==> src/rtl/k2_fetch_unit.sv <==
// K2 instruction fetch stage: owns the PC, reads the combinational program ROM
// and hands registered instruction bytes to decode over a valid/ready handshake.
//
// state  | meaning
// -------+-----------------------------------------------------------------
// S_IDLE | after reset; waiting for start, jumps are ignored
// S_RUN  | fetching; one ROM word per cycle while decode keeps up
// S_HALT | fetch stopped by halt_req or a bad jump; pc held for resume
module k2_fetch_unit #(
    parameter int ADDR_W   = 4,
    parameter int DATA_W   = 8,
    parameter int PROG_LEN = 9
) (
    input  logic              clk_i,
    input  logic              rst_n_i,
    input  logic              start_i,
    input  logic              halt_req_i,
    input  logic              jmp_valid_i,
    input  logic [ADDR_W-1:0] jmp_addr_i,
    output logic [ADDR_W-1:0] rom_addr_o,
    input  logic [DATA_W-1:0] rom_data_i,
    output logic [DATA_W-1:0] instr_o,
    output logic [ADDR_W-1:0] instr_pc_o,
    output logic              instr_valid_o,
    input  logic              instr_ready_i,
    output logic              running_o,
    output logic              jmp_err_o
);

    // One extra bit so PROG_LEN == 2**ADDR_W still compares correctly.
    localparam logic [ADDR_W:0]   PROG_LEN_W = (ADDR_W+1)'(PROG_LEN);
    localparam logic [ADDR_W-1:0] LAST_PC    = ADDR_W'(PROG_LEN - 1);

    typedef enum logic [1:0] {
        S_IDLE = 2'd0,
        S_RUN  = 2'd1,
        S_HALT = 2'd2
    } state_t;

    state_t              state_q, state_d;
    logic [ADDR_W-1:0]   pc_q, pc_d;
    logic [DATA_W-1:0]   instr_q, instr_d;
    logic [ADDR_W-1:0]   instr_pc_q, instr_pc_d;
    logic                valid_q, valid_d;
    logic                err_q, err_d;

    logic jmp_take;
    logic jmp_bad;
    logic load;

    assign jmp_take = jmp_valid_i && (state_q != S_IDLE);
    assign jmp_bad  = jmp_take && ({1'b0, jmp_addr_i} >= PROG_LEN_W);
    assign load     = (state_q == S_RUN) && !halt_req_i && !jmp_take &&
                      (!valid_q || instr_ready_i);

    always_ff @(posedge clk_i or negedge rst_n_i) begin
        if (!rst_n_i) begin
            state_q    <= S_IDLE;
            pc_q       <= '0;
            instr_q    <= '0;
            instr_pc_q <= '0;
            valid_q    <= 1'b0;
            err_q      <= 1'b0;
        end else begin
            state_q    <= state_d;
            pc_q       <= pc_d;
            instr_q    <= instr_d;
            instr_pc_q <= instr_pc_d;
            valid_q    <= valid_d;
            err_q      <= err_d;
        end
    end

    always_comb begin
        state_d    = state_q;
        pc_d       = pc_q;
        instr_d    = instr_q;
        instr_pc_d = instr_pc_q;
        valid_d    = valid_q;
        err_d      = err_q;

        case (state_q)
            S_IDLE: if (start_i) state_d = S_RUN;
            S_RUN:  if (halt_req_i) state_d = S_HALT;
            S_HALT: begin
                if (start_i && !halt_req_i) begin
                    state_d = S_RUN;
                    err_d   = 1'b0;
                end
            end
            default: state_d = S_IDLE;
        endcase

        if (load) begin
            instr_d    = rom_data_i;
            instr_pc_d = pc_q;
            valid_d    = 1'b1;
            pc_d       = (pc_q == LAST_PC) ? '0 : pc_q + 1'b1;
        end else if (valid_q && instr_ready_i) begin
            valid_d = 1'b0;
        end

        // A redirect flushes the output word, even one stalled by decode.
        if (jmp_take) begin
            valid_d = 1'b0;
            if (jmp_bad) begin
                err_d   = 1'b1;
                state_d = S_HALT;
            end else begin
                pc_d = jmp_addr_i;
            end
        end
    end

    assign rom_addr_o    = pc_q;
    assign instr_o       = instr_q;
    assign instr_pc_o    = instr_pc_q;
    assign instr_valid_o = valid_q;
    assign running_o     = (state_q == S_RUN);
    assign jmp_err_o     = err_q;

endmodule

==> config.mk <==
export PLATFORM = sky130hd
export DESIGN_NAME = k2_fetch_unit
export DESIGN_NICKNAME = d
export VERILOG_FILES = /design/src/rtl/k2_fetch_unit.sv
export SDC_FILE = /design/constraint.sdc
export NUM_CORES = 1
export LEC_CHECK = 0
export ABC_AREA = 1
export CORE_ASPECT_RATIO = 1.4
export CORE_UTILIZATION = 25
export DETAILED_ROUTE_END_ITERATION = 16
export GPL_ROUTABILITY_DRIVEN = 0
export PLACE_DENSITY_LB_ADDON = 0.25
export SLEW_MARGIN = 20
export SYNTH_ARGS = -nofsm -noshare
export SYNTH_HDL_FRONTEND = slang
export SYNTH_SLANG_ARGS = --single-unit
==> constraint.sdc <==
create_clock -name clk_i -period 1.09 [get_ports clk_i]
set_input_delay 0.109 -clock clk_i [delete_from_list [all_inputs] [get_ports clk_i]]
set_output_delay 0.109 -clock clk_i [all_outputs]
set_load 0.03 [all_outputs]
==> run summary, run 1 <==
The max-slew violation count is 0. Counting the buffers created by CTS gives 3. The number of synthesized register bits came out at 20. The longest clock path from root to sink contains 2 buffers. The average vias per placed instance came out at 4.39. The remaining number of nets flagged by the antenna check after routing came out at 0. The power density of the placed cells is between 2000 and 3000 nW/um^2. The clock sink count is 20. The count of max-cap constraint violations is 0. The share of total power dissipated in the clock network is 0.118. In the final layout, the share of cells above drive strength 1 is 0.449. The arrival time at the worst endpoint is ~1400 ps. The repair_antennas step left the layout with diodes totalling 0. The total design power is roughly 5 mW.

The unique cell type count in the Yosys netlist is 21. The minimum setup slack in the final design is -128 ps. The logic depth of the worst register-to-register path is 7. The ratio of final minimum period to clock period came out at 1.12. TritonCTS built the clock tree. For the worst setup path, the data required time is between 1000 and 1500 ps. For this design the static power due to leakage is between 0.9 and 1 nW. The number of failing setup endpoints in the final timing report is 18. The adder-cell area share of the yosys netlist is 0.0240. The placed wire-length estimate after detailed placement is between 1.5 and 2 mm. The share of total power in sequential cells is 0.279. Summed over all layers, the global routing overflow is 0. The initialized floorplan defines 27 standard-cell rows. The Yosys warning count is 0. A synthesized cell averages ~8 um^2.

Hold is met by 185 ps. The largest fanout on the critical path came out at 8. The worst path in the final design needs a cycle of around 1200 ps, including I/O delays and setup. The pin count of the biggest net entering global routing is 21. For this block, the via count after detailed routing is approximately 1100. The worst setup path is launched from a register. The number of nets in the synthesized netlist came out at roughly 150. The cell area that synthesis handed to floorplanning was 1040 um^2. The area of the core is just under 4000 um^2.

The initial DRC count is 22. After synthesis, the share of flip-flops with an asynchronous set or reset is 1.00. The hold violation count in the final report is 0.

In this run the horizontal extent of the chip is 56.5 um. STA classifies the critical path endpoint as a register. The power spent charging and discharging nets came out at around 2.2 mW. For this run, the detailed router's first-pass iteration total came to 2. The wire length of the first global-routing pass is 4.66 mm. The initial utilization of the core area, before any placement, comes to 0.263. The number of placed I/O pins came out at 37.

The tree is rooted in a sky130_fd_sc_hd__clkbuf_8. The pin slew with the least headroom to its limit is ~280 ps. Based on the critical path, the design can be clocked at up to about 0.8 GHz.

The clock transition at the registers of the reported paths is approximately 80 ps. The internal power of the cells totals 2.73 mW. Among all flip-flop cells after synthesis, the most frequent one is sky130_fd_sc_hd__dfrtp_1. The floorplan die area is about 4400 um^2. The number of flops mapped to enable cells by yosys came out at 0.

The run finished, with violations left. The synthesized-area fraction occupied by xor and xnor cells is 0. By area, the combinational part of the netlist is dominated by simple AND/OR/NAND/NOR gates.

From synthesis to final layout, the design area changed by 71.4%. The cell count after synthesis came out at 134. Summed over all layers, the routed wires come to approximately 2.8 mm. Setup repair after global routing could not meet its margin everywhere. The routed wire length per instance is approximately 11 um. The worst register-to-register path begins at state_q[1]$_DFF_PN0_. After the last flow step, the layout net total stands at about 220.

The path class of the tightest hold or removal check is in2async. The initial antenna violation count is 0. The clock network latency to the later pin of the worst-skew pair came out at 260 ps. The endpoint of the worst-slack reg-to-reg timing path is instr_o[5]$_DFFE_PN0N_. The mux share of post-synthesis cell area came out at 0. The share of the Yosys chip area taken by registers is 0.481. The switching part of the total is 0.442. The global-route usage over all layers came out at 0.133.

In this run the vertical extent of the chip is about 78 um. The internal reg-to-reg setup slack is -130 ps. Of the total synthesized cell area, the portion taken by AND, OR, NAND and NOR gates is 0.332.

The highest ir drop seen on vdd came out at about 0.0014 V. The number of global-route vias before repair is around 1100. The area fraction in compound gates after synthesis came to 0.0697. The setup path with the least slack is of type reg2reg. The count of buffers inserted at the top-level ports came out at 36. The share of total power dissipated in combinational logic is 0.603. The total number of H-tree levels is 1. The worst pin sits at a relative slew slack of 0.815. The count of unresolved DRC violations after routing came out at 0. The checks that failed: setup timing. The clock skew is 3.68 ps.
[routing by layer]
layer	global-route usage	up-vias	wire length [um]
li1	-	546	-
met3	0.0181	4	114
met4	0.0439	0	29
met2	0.258	23	1560
met1	0.144	486	1060
met5	0	-	0
[timing repair]
action | 4_1_cts | 5_1_grt
resized for setup | 25 | 14
endpoints found under the hold margin | 0 | 0
buffers inserted | 6 | 1
setup endpoints to repair | 23 | 22
hold buffers | 0 | 0
cloned | 2 | 0
pin swaps | 5 | 2
[cells in the mapped netlist (2+ instances only)]
library cell / number / area, um^2
sky130_fd_sc_hd__a21oi_1: 2 / 10.0
sky130_fd_sc_hd__buf_6: 2 / 22.5
sky130_fd_sc_hd__dfrtp_1: 20 / 500
sky130_fd_sc_hd__ha_1: 2 / 25.0
sky130_fd_sc_hd__inv_1: 19 / 71.3
sky130_fd_sc_hd__nand2_1: 58 / 218
sky130_fd_sc_hd__nand2_2: 3 / 18.8
sky130_fd_sc_hd__nand3_1: 5 / 25.0
sky130_fd_sc_hd__nand3_2: 2 / 20.0
sky130_fd_sc_hd__nor2_1: 5 / 18.8
sky130_fd_sc_hd__nor2_4: 2 / 22.5
sky130_fd_sc_hd__o21ai_0: 5 / 25.0
[cells by family after synthesis]
logic type | count (synthesis)
AND/OR/NAND/NOR | 78
buffers and inverters | 22
flip-flops | 20
AO/OA/AOI/OAI | 12
adder cells (fa/ha/maj) | 2
[final cells by class]
class / instances / area (um^2)
clock buffers: 4 / 55.1
fillers: 388 / 2170
inverters: 20 / 77.6
multi-input cells: 94 / 562
flip-flops and latches: 20 / 505
well taps: 43 / 53.8
repair buffers: 60 / 531
[how the worst max path moves through the flow]
stage | cells after the start | slack, ps | start | end
detailed placement | 7 | -270 | halt_req_i | instr_o[5]$_DFFE_PN0N_
finish | 7 | -130 | state_q[1]$_DFF_PN0_ | instr_o[5]$_DFFE_PN0N_
global placement | 7 | -240 | halt_req_i | instr_o[6]$_DFFE_PN0N_
floorplan | 9 | -100 | rom_addr_o[0]$_DFF_PN0_ | rom_addr_o[2]$_DFF_PN0_
global route | 8 | -210 | state_q[1]$_DFF_PN0_ | rom_addr_o[1]$_DFF_PN0_
CTS | 5 | -100 | state_q[1]$_DFF_PN0_ | running_o
[power by group through the flow]
stage / clock network [mW] / logic (mW) / registers (mW)
floorplan: 0 / 0.831 / 1.94
global placement: 0 / 2.52 / 1.34
detailed placement: 0 / 2.54 / 1.33
CTS: 0.591 / 2.86 / 1.35
global route: 0.623 / 3.17 / 1.41
finish: 0.576 / 2.94 / 1.36
[worst max-delay path, cell delays in order (launching register included)]
cell and delay (ps):
sky130_fd_sc_hd__dfrtp_1 400, sky130_fd_sc_hd__inv_2 90, sky130_fd_sc_hd__buf_4 120, sky130_fd_sc_hd__nand3_4 70, sky130_fd_sc_hd__nor2_4 190, sky130_fd_sc_hd__buf_6 160
sky130_fd_sc_hd__nand2_1 50, sky130_fd_sc_hd__nand2_1 60
[registers in the layout, indices dropped and copies added (netlist names)]
register,cells
rom_addr_o,4
instr_valid_o,1
instr_pc_o,4
instr_o,8
jmp_err_o,1
state_q,2
[through the flow]
| stage | utilization | setup TNS, ps | instances | area (um^2) | worst slack (ps) |
|---|---|---|---|---|---|
| floorplan | - | -529 | 134 | 1070 | -104 |
| global placement | 0.389 | -3580 | 228 | 1540 | -239 |
| detailed placement | 0.389 | -3900 | 228 | 1540 | -268 |
| CTS | 0.438 | -1230 | 240 | 1730 | -101 |
| global route | 0.451 | -3010 | 241 | 1780 | -208 |
| finish | 0.451 | -1680 | 241 | 1780 | -128 |
[cell usage in the layout, fill, tap and decap left out, types with 2 or more instances in the layout]
| cell type | n |
|---|---|
| sky130_fd_sc_hd__dfrtp_1 | 16 |
| sky130_fd_sc_hd__nand2_1 | 45 |
| sky130_fd_sc_hd__nor2_1 | 4 |
| sky130_fd_sc_hd__nand2_4 | 3 |
| sky130_fd_sc_hd__nand2_2 | 15 |
| sky130_fd_sc_hd__o21ai_1 | 3 |
| sky130_fd_sc_hd__nand3_1 | 4 |
| sky130_fd_sc_hd__clkbuf_8 | 4 |
| sky130_fd_sc_hd__buf_6 | 10 |
| sky130_fd_sc_hd__clkdlybuf4s50_1 | 17 |
| sky130_fd_sc_hd__o21ai_0 | 2 |
| sky130_fd_sc_hd__inv_1 | 13 |
| sky130_fd_sc_hd__buf_4 | 33 |
| sky130_fd_sc_hd__dfrtp_2 | 4 |
| sky130_fd_sc_hd__nor2_4 | 2 |
| sky130_fd_sc_hd__nand3_2 | 2 |
| sky130_fd_sc_hd__inv_2 | 6 |
Power figures use the tool's default switching activity.
==> inputs of run 2 (changes only) <==
--- a/config.mk
+++ b/config.mk
@@ -15,3 +15,4 @@
 export SYNTH_ARGS = -nofsm -noshare
 export SYNTH_HDL_FRONTEND = slang
 export SYNTH_SLANG_ARGS = --single-unit
+export TNS_END_PERCENT = 30
==> run 2 against run 1 <==
  * The run still ends with setup timing left
  * Setup slack improved by 1.5 ps
  * Maximum frequency rose by 0.13%
  * Final cell count fell by 1.2%
  * Clock power fell by 0.7%
  * Clock skew fell by 1.9 ps
  * Combinational power fell by 4%
  * Worst hold slack improved by 3.9 ps
==> run summary, run 2 (same netlist as run 1, synthesis figures left out) <==
The flow ran to the end, but the final reports show violations. The checks that failed: setup timing. The residual overflow from global routing came out at 0 (unchanged). The count of unresolved DRC violations after routing came out at 0 (unchanged). TritonCTS built the clock tree.

The total design power came to 4.72 mW (-3.3%). The initial DRC count came out at 7 (-68%). The clock network latency to the later pin of the worst-skew pair came out at 260 ps (about the same). The number of global-route vias before repair came to 1055 (-3.0%). The logic depth of the worst register-to-register path came to 7 (unchanged).

The remaining number of nets flagged by the antenna check after routing is 0 (unchanged). The post-layout utilization of the core came out at 0.434 (-0.0177). The area of the core is 3950 um^2 (unchanged). The final critical delay including setup and external delays is 1220 ps (-1.54 ps). The horizontal extent of the die is 56.5 um (unchanged). The number of placed I/O pins is 37 (unchanged).

The library cell appearing most often on the critical path is sky130_fd_sc_hd__nand2_4. The share of post-route cells with drive strength above 1 came out at 0.415 (-0.0341). STA classifies the critical path endpoint as a register.

The average vias per placed instance is 4.27 (-2.8%). The cell type of the slowest stage on the worst timing path is sky130_fd_sc_hd__dfrtp_1. From synthesis to final layout, the design area changed by 64.7%. The floorplan die area came out at 4430 um^2 (unchanged). The routed wire length per instance is 11.2 um (-2.6%). The number of nets in the layout is 216 (-1.4%). The pin slew with the least headroom to its limit came to 281 ps (+3.73 ps). The critical path is of the reg2reg type. The global-route usage over all layers is 0.130 (-0.00344).

The clock transition at the registers of the reported paths is 80 ps (about the same). The internal reg-to-reg setup slack is -130 ps (about the same). The flip-flop count of the largest register after layout came to 8 (unchanged). The number of failing setup endpoints in the final timing report came to 19 (+1).

The total vias in the final route came to 1017 (-4.0%). The instance area at placement came out at 1540 um^2 (unchanged). The cell sitting at the root of the clock tree is a sky130_fd_sc_hd__clkbuf_8. The clock sink count came out at 20 (unchanged). The worst-case setup slack after placement is -268 ps (unchanged).

The minimum setup slack in the final design came out at -126 ps (+1.54 ps). The largest fanout on the critical path is 6 (-2). The total number of H-tree levels came out at 1 (unchanged). The count of buffers inserted at the top-level ports is 36 (unchanged). The top achievable clock speed is 0.822 GHz (+0.13%).

The max-slew violation count is 0 (unchanged). The initial antenna violation count is 0 (unchanged). The starting utilization of the core area is 0.263 (unchanged). The number of detailed-routing iterations run before antenna repair is 4 (+2). Leaving out fill and tap cells, the most frequent cells in the layout are sky130_fd_sc_hd__nand2_1 (50), sky130_fd_sc_hd__buf_4 (33), sky130_fd_sc_hd__clkdlybuf4s50_1 (17). The routed wire length came out at 2.66 mm (-3.8%). The wire length of the first global-routing pass is 4.55 mm (-2.4%). The hold violation count in the final report came out at 0 (unchanged). The die span in y came out at 78.4 um (unchanged). Setup repair after global routing could not meet its margin everywhere.

The arrival time at the worst endpoint came out at 1370 ps (-50 ps). The largest incremental delay on the critical path is 400 ps (about the same). The placed wire-length estimate after detailed placement came out at 1.96 mm (unchanged). The count of max-cap constraint violations is 0 (unchanged). The pin count of the biggest net entering global routing is 21 (unchanged).

The summed area of non-filler cells in the final layout was 1710 um^2 (-3.9%). The type of origin of the critical path is a register. The type of the most critical hold path is in2async. The worst max-slew margin expressed relative to the limit came to 0.813 (-0.00249). The required time of the critical path came out at 1240 ps (-50 ps). The power density of the placed cells came out at 2750 nW/um^2 (+0.63%). Traced cell by cell, the critical path runs through inv_2, nand2_4, nor2_4, nand2_4, buf_6, nand2_2, o21ai_2. The count of standard-cell rows came to 27 (unchanged).

The ratio of final minimum period to clock period is 1.12 (-0.00141). The leading cell type in the layout, fill and taps excluded is sky130_fd_sc_hd__nand2_1. The largest buffer count on any clock path is 2 (unchanged). The final antenna diode count is 0 (unchanged). The clock skew is 1.80 ps (-1.88 ps). The leakage dissipation came out at 0.901 nW (-2.2%).

In this run the critical register-to-register path is captured at instr_pc_o[2]$_DFFE_PN0N_. The startpoint identified for the worst register-to-register timing path is state_q[1]$_DFF_PN0_. The highest ir drop seen on vdd came to 0.00134 V (-2.8%).

The number of buffers added by the clock tree synthesis step is 3 (unchanged).
## run 2: cell count changes in the layout (fill, tap and decap cells not counted), sizes merged
cell   before  now
buf        43   41
nand2      64   63
## run 2: layer usage
layer / vias to the layer above / global-route usage / routed length, um
met1: 457 / 0.143 / 1060
met5: - / 0 / 0
met3: 4 / 0.0198 / 116
li1: 533 / - / -
met4: 0 / 0.0439 / 29
met2: 23 / 0.246 / 1450
## run 2: through the flow
step	std cells	setup TNS [ps]	hold slack [ps]
finish	238	-1520	189
detailed placement	228	-3900	461
global placement	228	-3580	463
CTS	235	-1200	196
global route	238	-3370	240
floorplan	134	-529	-187
## run 2: worst max-delay path by stage
stage | start | end | slack, ps
3_3_place_gp | halt_req_i | instr_o[6]$_DFFE_PN0N_ | -240
6_report | state_q[1]$_DFF_PN0_ | instr_pc_o[2]$_DFFE_PN0N_ | -130
4_1_cts | state_q[1]$_DFF_PN0_ | running_o | -110
5_1_grt | state_q[1]$_DFF_PN0_ | rom_addr_o[1]$_DFF_PN0_ | -220
2_1_floorplan | rom_addr_o[0]$_DFF_PN0_ | rom_addr_o[2]$_DFF_PN0_ | -100
3_5_place_dp | halt_req_i | instr_o[5]$_DFFE_PN0N_ | -270
## run 2: critical path, delay by kind of cell, from the launching register on
kind	cells	cell delay [ps]
compound gates	1	40
flops	1	400
simple gates	4	430
buf+inv	2	240
## run 2: cell type report
cell class / instances / area [um^2]
inverter: 20 / 75.1
fill: 388 / 2240
tap: 43 / 53.8
clock buffer: 4 / 55.1
multi-input combinational: 93 / 517
timing repair buffer: 58 / 508
sequential: 20 / 505
## run 2: timing repair
action / CTS / global route
hold buffers: 0 / 0
buffers inserted: 2 / 3
resized for setup: 17 / 11
pin swaps: 3 / 3
endpoints found under the setup margin: 23 / 22
hold endpoints to repair: 0 / 0
gates cloned: 1 / 0
## run 2: power breakdown
| group | leakage (nW) | total [mW] | internal, mW | switching, mW |
|---|---|---|---|---|
| clock network | 0.0288 | 0.572 | 0.322 | 0.251 |
| logic | 0.629 | 2.81 | 1.23 | 1.58 |
| registers | 0.243 | 1.34 | 1.09 | 0.250 |
| total | 0.901 | 4.72 | 2.64 | 2.08 |
